### src/rtl/rv32_pkg.sv
// Shared RV32 fetch-stage types: word width, NOP encoding, fetch FSM states and IF/ID payload.
package rv32_pkg;

    localparam int unsigned XLEN = 32;
    localparam logic [XLEN-1:0] NOP_INST = 32'h0000_0013;
    localparam logic [XLEN-1:0] PC_STEP = 32'd4;

    typedef enum logic [1:0] {
        ISSUE,
        WAIT,
        HOLD,
        DROP
    } fetch_state_t;

    typedef struct packed {
        logic            valid;
        logic [XLEN-1:0] inst;
        logic [XLEN-1:0] pc;
        logic [XLEN-1:0] pc_plus4;
    } if_id_t;

    // Sequential successor address; wraps silently at the top of the address space.
    function automatic logic [XLEN-1:0] pc_next_seq(input logic [XLEN-1:0] pc);
        return pc + PC_STEP;
    endfunction

endpackage

### src/rtl/inst_fetch_if.sv
// Instruction-memory request/response bus between the fetch stage and instruction memory.
interface inst_fetch_if;
    import rv32_pkg::*;

    logic            imem_req;
    logic [XLEN-1:0] imem_addr;
    logic            imem_rvalid;
    logic [XLEN-1:0] imem_rdata;

    modport master (
        output imem_req,
        output imem_addr,
        input  imem_rvalid,
        input  imem_rdata
    );

    modport slave (
        input  imem_req,
        input  imem_addr,
        output imem_rvalid,
        output imem_rdata
    );

endinterface

### src/rtl/if_id_reg.sv
// IF/ID pipeline register plus a one-entry hold buffer for a response that arrives while decode stalls.
module if_id_reg
    import rv32_pkg::*;
#(
    parameter logic [XLEN-1:0] RESET_PC = 32'h0000_0000,
    parameter logic [XLEN-1:0] NOP      = 32'h0000_0013
) (
    input  logic   clk,
    input  logic   reset,
    input  logic   stall_id,
    input  logic   flush,
    input  logic   load_id,
    input  logic   load_hold,
    input  logic   move_hold,
    input  if_id_t fetched,
    output if_id_t id_q,
    output logic   id_free_c
);

    if_id_t hold_q;

    // Register can take a new entry when empty or when decode consumes it this cycle.
    assign id_free_c = !id_q.valid || !stall_id;

    always_ff @(posedge clk) begin
        if (reset) begin
            id_q   <= '{valid: 1'b0, inst: NOP, pc: RESET_PC, pc_plus4: pc_next_seq(RESET_PC)};
            hold_q <= '0;
        end else if (flush) begin
            id_q.valid   <= 1'b0;
            id_q.inst    <= NOP;
            hold_q.valid <= 1'b0;
        end else begin
            if (load_id) begin
                id_q <= fetched;
            end else if (move_hold) begin
                id_q         <= hold_q;
                hold_q.valid <= 1'b0;
            end else if (id_free_c) begin
                // Consumed with nothing to replace it: present a bubble.
                id_q.valid <= 1'b0;
                id_q.inst  <= NOP;
            end
            if (load_hold) begin
                hold_q <= fetched;
            end
        end
    end

endmodule

### src/rtl/inst_fetch.sv
// RV32I fetch stage: PC, one-outstanding imem requests, redirect handling, IF/ID delivery.
// Build option FETCH_MISALIGN_TRAP_EN: misaligned redirects raise fetch_misalign instead of being aligned.
module inst_fetch
    import rv32_pkg::XLEN, rv32_pkg::if_id_t, rv32_pkg::fetch_state_t, rv32_pkg::pc_next_seq,
           rv32_pkg::ISSUE, rv32_pkg::WAIT, rv32_pkg::HOLD, rv32_pkg::DROP;
#(
    parameter logic [XLEN-1:0] RESET_PC = 32'h0000_0000,
    parameter logic [XLEN-1:0] NOP_INST = rv32_pkg::NOP_INST
) (
    input  logic              clk,
    input  logic              reset,
    inst_fetch_if.master      imem,
    input  logic              redirect_valid,
    input  logic [XLEN-1:0]   redirect_pc,
    input  logic              stall_id,
    output logic              id_valid,
    output logic [XLEN-1:0]   id_inst,
    output logic [XLEN-1:0]   id_pc,
    output logic [XLEN-1:0]   id_pc_plus4,
    output logic              fetch_misalign
);

    fetch_state_t    state;
    logic [XLEN-1:0] pc;
    logic            req_q;
    logic            id_free_c;
    logic            rsp_accept_c;
    logic            drop_c;
    logic            redirect_take_c;
    logic [XLEN-1:0] redirect_tgt_c;
    if_id_t          fetched;
    if_id_t          id_q;

`ifdef FETCH_MISALIGN_TRAP_EN
    logic misalign_c;

    assign misalign_c      = |redirect_pc[1:0];
    assign redirect_tgt_c  = redirect_pc;
    assign redirect_take_c = redirect_valid && !misalign_c;

    always_ff @(posedge clk) begin
        if (reset) begin
            fetch_misalign <= 1'b0;
        end else begin
            fetch_misalign <= redirect_valid && misalign_c;
        end
    end
`else
    logic unused_redirect_lsb;

    assign unused_redirect_lsb = ^redirect_pc[1:0];
    assign redirect_tgt_c      = {redirect_pc[XLEN-1:2], 2'b00};
    assign redirect_take_c     = redirect_valid;
    assign fetch_misalign      = 1'b0;
`endif

    // A response is kept only in WAIT and only when no redirect squashes it.
    assign rsp_accept_c = (state == WAIT) && imem.imem_rvalid && !redirect_valid;

    // On redirect, a request still owed a response must be drained through DROP.
    assign drop_c = ((state == ISSUE) && req_q) ||
                    (((state == WAIT) || (state == DROP)) && !imem.imem_rvalid);

    assign fetched = '{valid: 1'b1, inst: imem.imem_rdata, pc: pc, pc_plus4: pc_next_seq(pc)};

    always_ff @(posedge clk) begin
        if (reset) begin
            pc <= RESET_PC;
        end else if (redirect_take_c) begin
            pc <= redirect_tgt_c;
        end else if (rsp_accept_c) begin
            pc <= pc_next_seq(pc);
        end
    end

    // Fetch FSM; req_q is registered so it stays low through reset and the first cycle after.
    always_ff @(posedge clk) begin
        if (reset) begin
            state <= ISSUE;
            req_q <= 1'b0;
        end else if (redirect_valid) begin
            if (drop_c) begin
                state <= DROP;
                req_q <= 1'b0;
            end else begin
                state <= ISSUE;
                req_q <= 1'b1;
            end
        end else begin
            case (state)
                ISSUE: begin
                    state <= req_q ? WAIT : ISSUE;
                    req_q <= !req_q;
                end
                WAIT: begin
                    if (imem.imem_rvalid) begin
                        state <= id_free_c ? ISSUE : HOLD;
                        req_q <= id_free_c;
                    end
                end
                HOLD: begin
                    if (id_free_c) begin
                        state <= ISSUE;
                        req_q <= 1'b1;
                    end
                end
                DROP: begin
                    if (imem.imem_rvalid) begin
                        state <= ISSUE;
                        req_q <= 1'b1;
                    end
                end
                default: begin
                    state <= ISSUE;
                    req_q <= 1'b0;
                end
            endcase
        end
    end

    if_id_reg #(
        .RESET_PC (RESET_PC),
        .NOP      (NOP_INST)
    ) u_if_id_reg (
        .clk       (clk),
        .reset     (reset),
        .stall_id  (stall_id),
        .flush     (redirect_valid),
        .load_id   (rsp_accept_c && id_free_c),
        .load_hold (rsp_accept_c && !id_free_c),
        .move_hold ((state == HOLD) && id_free_c && !redirect_valid),
        .fetched   (fetched),
        .id_q      (id_q),
        .id_free_c (id_free_c)
    );

    assign imem.imem_req  = req_q;
    assign imem.imem_addr = pc;
    assign id_valid       = id_q.valid;
    assign id_inst        = id_q.inst;
    assign id_pc          = id_q.pc;
    assign id_pc_plus4    = id_q.pc_plus4;

endmodule

### src/flat_wrapper.sv
// flat-port wrapper written by rule: the top's interface ports become plain ports
module inst_fetch_flat import rv32_pkg::XLEN, rv32_pkg::if_id_t, rv32_pkg::fetch_state_t, rv32_pkg::pc_next_seq,
           rv32_pkg::ISSUE, rv32_pkg::WAIT, rv32_pkg::HOLD, rv32_pkg::DROP;
#(
    parameter logic [XLEN-1:0] RESET_PC = 32'h0000_0000,
    parameter logic [XLEN-1:0] NOP_INST = rv32_pkg::NOP_INST
)
  (clk, reset, redirect_valid, redirect_pc, stall_id, id_valid, id_inst, id_pc, id_pc_plus4, fetch_misalign, imem_imem_req, imem_imem_addr, imem_imem_rvalid, imem_imem_rdata);
  inst_fetch_if imem_i ();
  input  logic clk;
  input  logic reset;
  input  logic redirect_valid;
  input  logic [XLEN-1:0] redirect_pc;
  input  logic stall_id;
  output logic id_valid;
  output logic [XLEN-1:0] id_inst;
  output logic [XLEN-1:0] id_pc;
  output logic [XLEN-1:0] id_pc_plus4;
  output logic fetch_misalign;
  output wire logic [$bits(imem_i.imem_req)-1:0] imem_imem_req;
  output wire logic [$bits(imem_i.imem_addr)-1:0] imem_imem_addr;
  input wire logic [$bits(imem_i.imem_rvalid)-1:0] imem_imem_rvalid;
  input wire logic [$bits(imem_i.imem_rdata)-1:0] imem_imem_rdata;
  assign imem_imem_req = imem_i.imem_req;
  assign imem_imem_addr = imem_i.imem_addr;
  assign imem_i.imem_rvalid = imem_imem_rvalid;
  assign imem_i.imem_rdata = imem_imem_rdata;
  inst_fetch #(.RESET_PC(RESET_PC), .NOP_INST(NOP_INST)) u_core (.clk(clk), .reset(reset), .imem(imem_i), .redirect_valid(redirect_valid), .redirect_pc(redirect_pc), .stall_id(stall_id), .id_valid(id_valid), .id_inst(id_inst), .id_pc(id_pc), .id_pc_plus4(id_pc_plus4), .fetch_misalign(fetch_misalign));
endmodule
### config.mk
export PLATFORM = sky130hd
export DESIGN_NAME = inst_fetch_flat
export DESIGN_NICKNAME = d
export VERILOG_FILES = /design/src/rtl/rv32_pkg.sv /design/src/rtl/inst_fetch_if.sv /design/src/rtl/if_id_reg.sv /design/src/rtl/inst_fetch.sv /design/src/flat_wrapper.sv
export SDC_FILE = /design/constraint.sdc
export NUM_CORES = 1
export LEC_CHECK = 0
export BUFFER_PORTS_ARGS = -buffer_cell sky130_fd_sc_hd__buf_2
export CORE_MARGIN = 4
export CORE_UTILIZATION = 50
export CTS_CLUSTER_DIAMETER = 120
export DETAILED_ROUTE_END_ITERATION = 8
export GPL_TIMING_DRIVEN = 0
export PLACE_DENSITY = 0.78
export SETUP_SLACK_MARGIN = 0.3
export SLEW_MARGIN = 10
export SYNTH_ARGS = -nofsm -noshare
export SYNTH_HDL_FRONTEND = slang
export SYNTH_SLANG_ARGS = --single-unit
### constraint.sdc
create_clock -name clk -period 1.9 [get_ports clk]
set_input_delay 0 -clock clk [delete_from_list [all_inputs] [get_ports clk]]
set_output_delay 0 -clock clk [all_outputs]
set_load 0.005 [all_outputs]
==> summary.md, run 1 <==
| Metric | Value |
|---|---|
| # H-tree levels | `1` |
| Syn Inst Count | `1232` |
| Overall Global Routing Usage | `0.856` |
| Leading area contributor after synthesis | `dfxtp_1` |
| Top-area cell type share of the netlist area | `0.446` |
| Num CTS Buffers | `24` |
| Initial core utilization | `0.516` |
| Post-synthesis sequential area ratio | `0.446` |
| Mapped cell area | `9820 µm²` |
| Ys Warns | `0` |
| Row Count | `50` |
| Seq cells post-synth | `219` |
| Post-DP Area | `11400 µm²` |
| Detailed-placement wirelength estimate | `23.1 mm` |
| Outcome | `stopped before the end` |
| Main synth FF type | `dfxtp_1` |
| Halt Stage | `global routing (5_1_grt)` |
| Initial antenna violation count | `8` |
| First Err | `[ERROR GRT-0232] Routing congestion too high. Check the congestion heatmap in the GUI.` |
| Number of synthesized flops with an enable pin | `0` |
| Post-placement cell count | `1687` |
| Type of pin the worst path ends at | `register data pin` |
| CTS Sinks | `219` |
| Overflow after GRT | `263` |
| Largest net degree at the start of global routing | `13` |
| Die W | `148 µm` |
| Synth unique cells | `54` |
| Root buffer cell | `clkbuf_16` |
| Routability cong. | `0.932` |
| Share of flip-flops with an asynchronous set or reset | `0` |
| Worst endpoint after global-route timing repair | `u_core.u_if_id_reg.id_q[30]$_SDFFE_PP0P_/D` |
| Clock Path Buffers | `3` |
| Top cells by area, synth | `dfxtp_1 45%, nand2_1 9.3%, a21oi_1 5.3%` |
| Port Buffers | `189` |
| Avg Cell Area, Syn | `7.97 µm²` |
| Die span in y | `148 µm` |
| Top Ports | `200` |
routing by layer:
metal	track usage	overflow
met4	0.902	109
met2	0.961	127
met5	0.495	1
met1	0.839	13
met3	0.759	13
stage by stage:
step | hold WS, ns | setup WS, ns | utilization
floorplan | 0.136 | 0.0405 | -
global placement | 0.233 | -0.404 | 0.600
detailed placement | 0.238 | -0.429 | 0.600
CTS | -0.0563 | -0.0761 | 0.851
what timing repair did:
| action | CTS |
|---|---|
| pin swaps | 160 |
| setup endpoints to repair | 212 |
| buffers inserted | 125 |
| endpoints found under the hold margin | 100 |
| gates resized for setup | 462 |
| hold buffers | 64 |
| gates cloned | 24 |
cell usage after synthesis (2+ instances only):
master     number
o211ai_1        3
a211o_1         5
nor3_2          6
nor3_1         60
buf_6           2
nand3b_1        2
nor2b_1        11
buf_2          27
xor2_1         17
nand2_1       244
a2111oi_0       4
inv_1          21
nand4_4         2
mux2i_1         3
o21a_1         16
nand4_1        14
or3_1           5
nor2_1        135
o21ai_0         9
and3_1          5
buf_1          11
nand3_1        21
xnor2_1        36
clkbuf_1       71
buf_4          42
a2111oi_2       4
nand2b_1        3
or2_2           3
o221ai_1        3
nor4_1         12
or4_1           2
dfxtp_1       219
a31oi_1         7
a221oi_1       31
a21oi_1       104
a311oi_1       32
a211oi_1       23
cell families after synthesis:
family / after synthesis / synth area share
fa+ha+maj: 1 / 0.00127
compound gates: 249 / 0.174
xor+xnor: 53 / 0.0473
other cells: 1 / 0.000382
mux: 3 / 0.00306
flops: 219 / 0.446
buf+inv: 175 / 0.0880
simple gates: 531 / 0.239
==> run 2: changes to the inputs <==
- CORE_UTILIZATION: 50 -> 40
- CTS_CLUSTER_DIAMETER: 120 -> not set
- PLACE_DENSITY: 0.78 -> not set
- PLACE_DENSITY_LB_ADDON: not set -> 0.15
- SETUP_SLACK_MARGIN: 0.3 -> not set
- clock period: 1.9 -> 2.5 ns (I/O delays scaled with it)
==> run 2 against run 1 <==
  * The flow now finishes without violations
  * Synthesized cell count is the same
  * Area after synthesis unchanged
==> summary.md, run 2 <==
| Metric | Value |
|---|---|
| Top-area cell type share of the netlist area | `0.446 (unchanged)` |
| Top cells by area, synth | `dfxtp_1 45%, nand2_1 9.3%, a21oi_1 5.3%` |
| Min-Delay Path Depth | `3` |
| Max Cap Violations | `0` |
| Synth unique cells | `54 (unchanged)` |
| Power Density | `662 nW/µm²` |
| Initial DRC count | `867` |
| Die W | `165 µm (+11%)` |
| Global-route wire length before repair | `50.8 mm` |
| Clock-pin slew on the worst setup and hold paths | `0.06 ns` |
| CP Data Arrival Time | `2.82 ns` |
| Leading area contributor after synthesis | `dfxtp_1` |
| Non-Filler Instances | `1858` |
| Final-report max-slew violation count | `0` |
| Num CTS Buffers | `24 (unchanged)` |
| Number of synthesized flops with an enable pin | `0 (unchanged)` |
| Area delta synth->final | `29.8%` |
| Post-Route Utilization | `0.526` |
| Hold Crit Class | `in2reg` |
| Vias after detailed routing | `9718` |
| Reg2reg path depth | `7` |
| Worst Path Required | `2.94 ns` |
| Overflow after GRT | `0` |
| Hold Crit Start | `reset` |
| # H-tree levels | `1 (unchanged)` |
| Reg2reg start | `u_core.imem.imem_addr[3]` |
| Overall Global Routing Usage | `0.237` |
| Mapped cell area | `9820 µm² (unchanged)` |
| Post-DRT Antenna Nets | `0` |
| Top Ports | `200 (unchanged)` |
| CP endpoint kind | `flip-flop` |
| Syn Inst Count | `1232 (unchanged)` |
| CTS Sinks | `219 (unchanged)` |
| Core box area | `24200 µm²` |
| Hold Vio Cnt, Final | `0` |
| Die area | `27100 µm²` |
| Worst hold slack | `0.0595 ns` |
| Slowest stage cell, crit path | `dfxtp_1` |
| Startpoint types | `flip-flop` |
| Fmax | `420 MHz` |
| Initial antenna violation count | `0` |
| Number of global-route vias before repair | `9004` |
| Most instantiated library cell after synthesis | `nand2_1` |
| Commonest non-fill, non-tap cell in the layout | `nand2_1` |
| Final wirelength | `33.3 mm` |
| Routability cong. | `0.866 (-7.1%)` |
| Fin crit period | `2.38 ns` |
| Endpoints failing setup | `0` |
| Most frequent cells in the layout | `244 x nand2_1, 218 x buf_2, 218 x dfxtp_1, 134 x nor2_1, 104 x a21oi_1` |
| Detailed-placement wirelength estimate | `23.9 mm (+3.4%)` |
| Die span in y | `165 µm (+11%)` |
| Largest net degree at the start of global routing | `14` |
| Clk_lat worst skew | `0.52 ns` |
| Main synth FF type | `dfxtp_1` |
| Slew HR | `0.441` |
| Drt drc | `0` |
| Cell breakdown of the critical path | `ha_2, nand3_1, or4_1, buf_2, nor3_1, xnor2_1, a211oi_2` |
| Detailed Routing Iterations Pass 1 | `6` |
| Critical path type | `reg2reg` |
| Clock Path Buffers | `3 (unchanged)` |
| Seq cells post-synth | `219 (unchanged)` |
| Max incr delay on CP | `0.47 ns` |
| Hold EP | `u_core.u_if_id_reg.id_q[26]` |
| Row Count | `57 (+14%)` |
| Ys Warns | `0 (unchanged)` |
| Post-synthesis sequential area ratio | `0.446 (unchanged)` |
| Share of flip-flops with an asynchronous set or reset | `0 (unchanged)` |
| Peak VDD IR | `0.374 mV` |
| Crit path max fanout | `8` |
| Avg Cell Area, Syn | `7.97 µm² (unchanged)` |
| Initial core utilization | `0.405 (-0.111)` |
| Share of layout cells above drive strength 1 | `0.224` |
| Final #Nets | `1585` |
| Slew @ Worst Pin | `0.839 ns` |
| Outcome | `completed` |
| Clock skew after layout | `0.0150 ns` |
| Post-placement cell count | `1751 (+3.8%)` |
| Final Power | `0.00844 W` |
| Root buffer cell | `clkbuf_16` |
| Port Buffers | `189 (unchanged)` |
| Final period utilization | `0.952` |
| Setup TNS | `0 ns` |
| Top post-synthesis cells by count | `244 x nand2_1, 219 x dfxtp_1, 135 x nor2_1` |
| Leakage | `4.98 nW` |
| Worst r2r dst | `u_core.u_if_id_reg.hold_q[26]` |
| CTS tree | `built` |
| DR WL/cell | `17.9 µm` |
| R2r setup slk | `0.12 ns` |
| Number of vias per cell | `5.23` |
-- run 2: cell counts after synthesis --
Identical to the previous run, type by type.
-- run 2: through the flow --
stage          setup WS [ns]  instance area (µm²)
2_1_floorplan          0.506                 9840
3_3_place_gp         -0.0565                11200
3_5_place_dp         -0.0653                11200
4_1_cts              0.00565                12700
5_1_grt            -0.000832                12700
6_report               0.119                12700
-- run 2: how the worst max path moves through the flow --
stage / start / end / slack [ns] / cells after the start
floorplan: u_core.imem.imem_addr[2] / u_core.u_if_id_reg.id_q[24] / 0.51 / 7
global placement: u_core.state[0] / u_core.u_if_id_reg.id_q[39] / -0.06 / 7
detailed placement: u_core.state[0] / u_core.u_if_id_reg.id_q[34] / -0.07 / 7
CTS: u_core.state[0] / u_core.u_if_id_reg.id_q[3] / 0.006 / 7
global route: u_core.state[0] / u_core.u_if_id_reg.id_q[34] / -0.0008 / 8
finish: u_core.imem.imem_addr[3] / u_core.u_if_id_reg.hold_q[26] / 0.12 / 7
-- run 2: metal layers --
layer	share of wire	vias up	global-route usage
met1	0.44	4557	0.330
met2	0.47	341	0.393
met4	0.019	0	0.0533
met3	0.067	56	0.0327
met5	0	-	0
li1	-	4764	-
-- run 2: what timing repair did --
item,4_1_cts,5_1_grt
endpoints found under the setup margin,45,100
buffers inserted,0,0
resized for setup,5,24
endpoints found under the hold margin,97,0
hold buffers,63,0
-- run 2: power breakdown --
group          switching [W]  internal, W
clock network        0.00149      0.00231
registers          0.0000882      0.00360
logic               0.000535     0.000414
total                0.00212      0.00632
-- run 2: cell type report --
| type | count | area [µm²] |
|---|---|---|
| sequential | 219 | 4390 |
| antenna | 1 | 2.50 |
| timing repair buffer | 252 | 1580 |
| buffer | 153 | 798 |
| inverter | 21 | 78.8 |
| fill | 2414 | 11500 |
| multi-input combinational | 844 | 4650 |
| tap | 324 | 405 |
| clock buffer | 33 | 716 |
| clock inverter | 11 | 135 |
-- run 2: kinds of logic after synthesis --
family | after synthesis | synth area share
multiplexers | 3 | 0.00306
other | 1 | 0.000382
flip-flops | 219 | 0.446
AND/OR/NAND/NOR | 531 | 0.239
XOR/XNOR | 53 | 0.0473
buffers and inverters | 175 | 0.0880
adder cells (fa/ha/maj) | 1 | 0.00127
AO/OA/AOI/OAI | 249 | 0.174
-- run 2: worst max-delay path: cells and delay by family, from the launching register on --
kind                       cells  cell delay, ns
DFF                            1            0.47
and+or+nand+nor                3            0.92
buffers and inverters          1            0.21
xor gates and xnor gates       1            0.17
AOI/OAI and AO/OA              1            0.25
adders and majority gates      1            0.30
No activity file was read; power rests on OpenSTA's default activity.
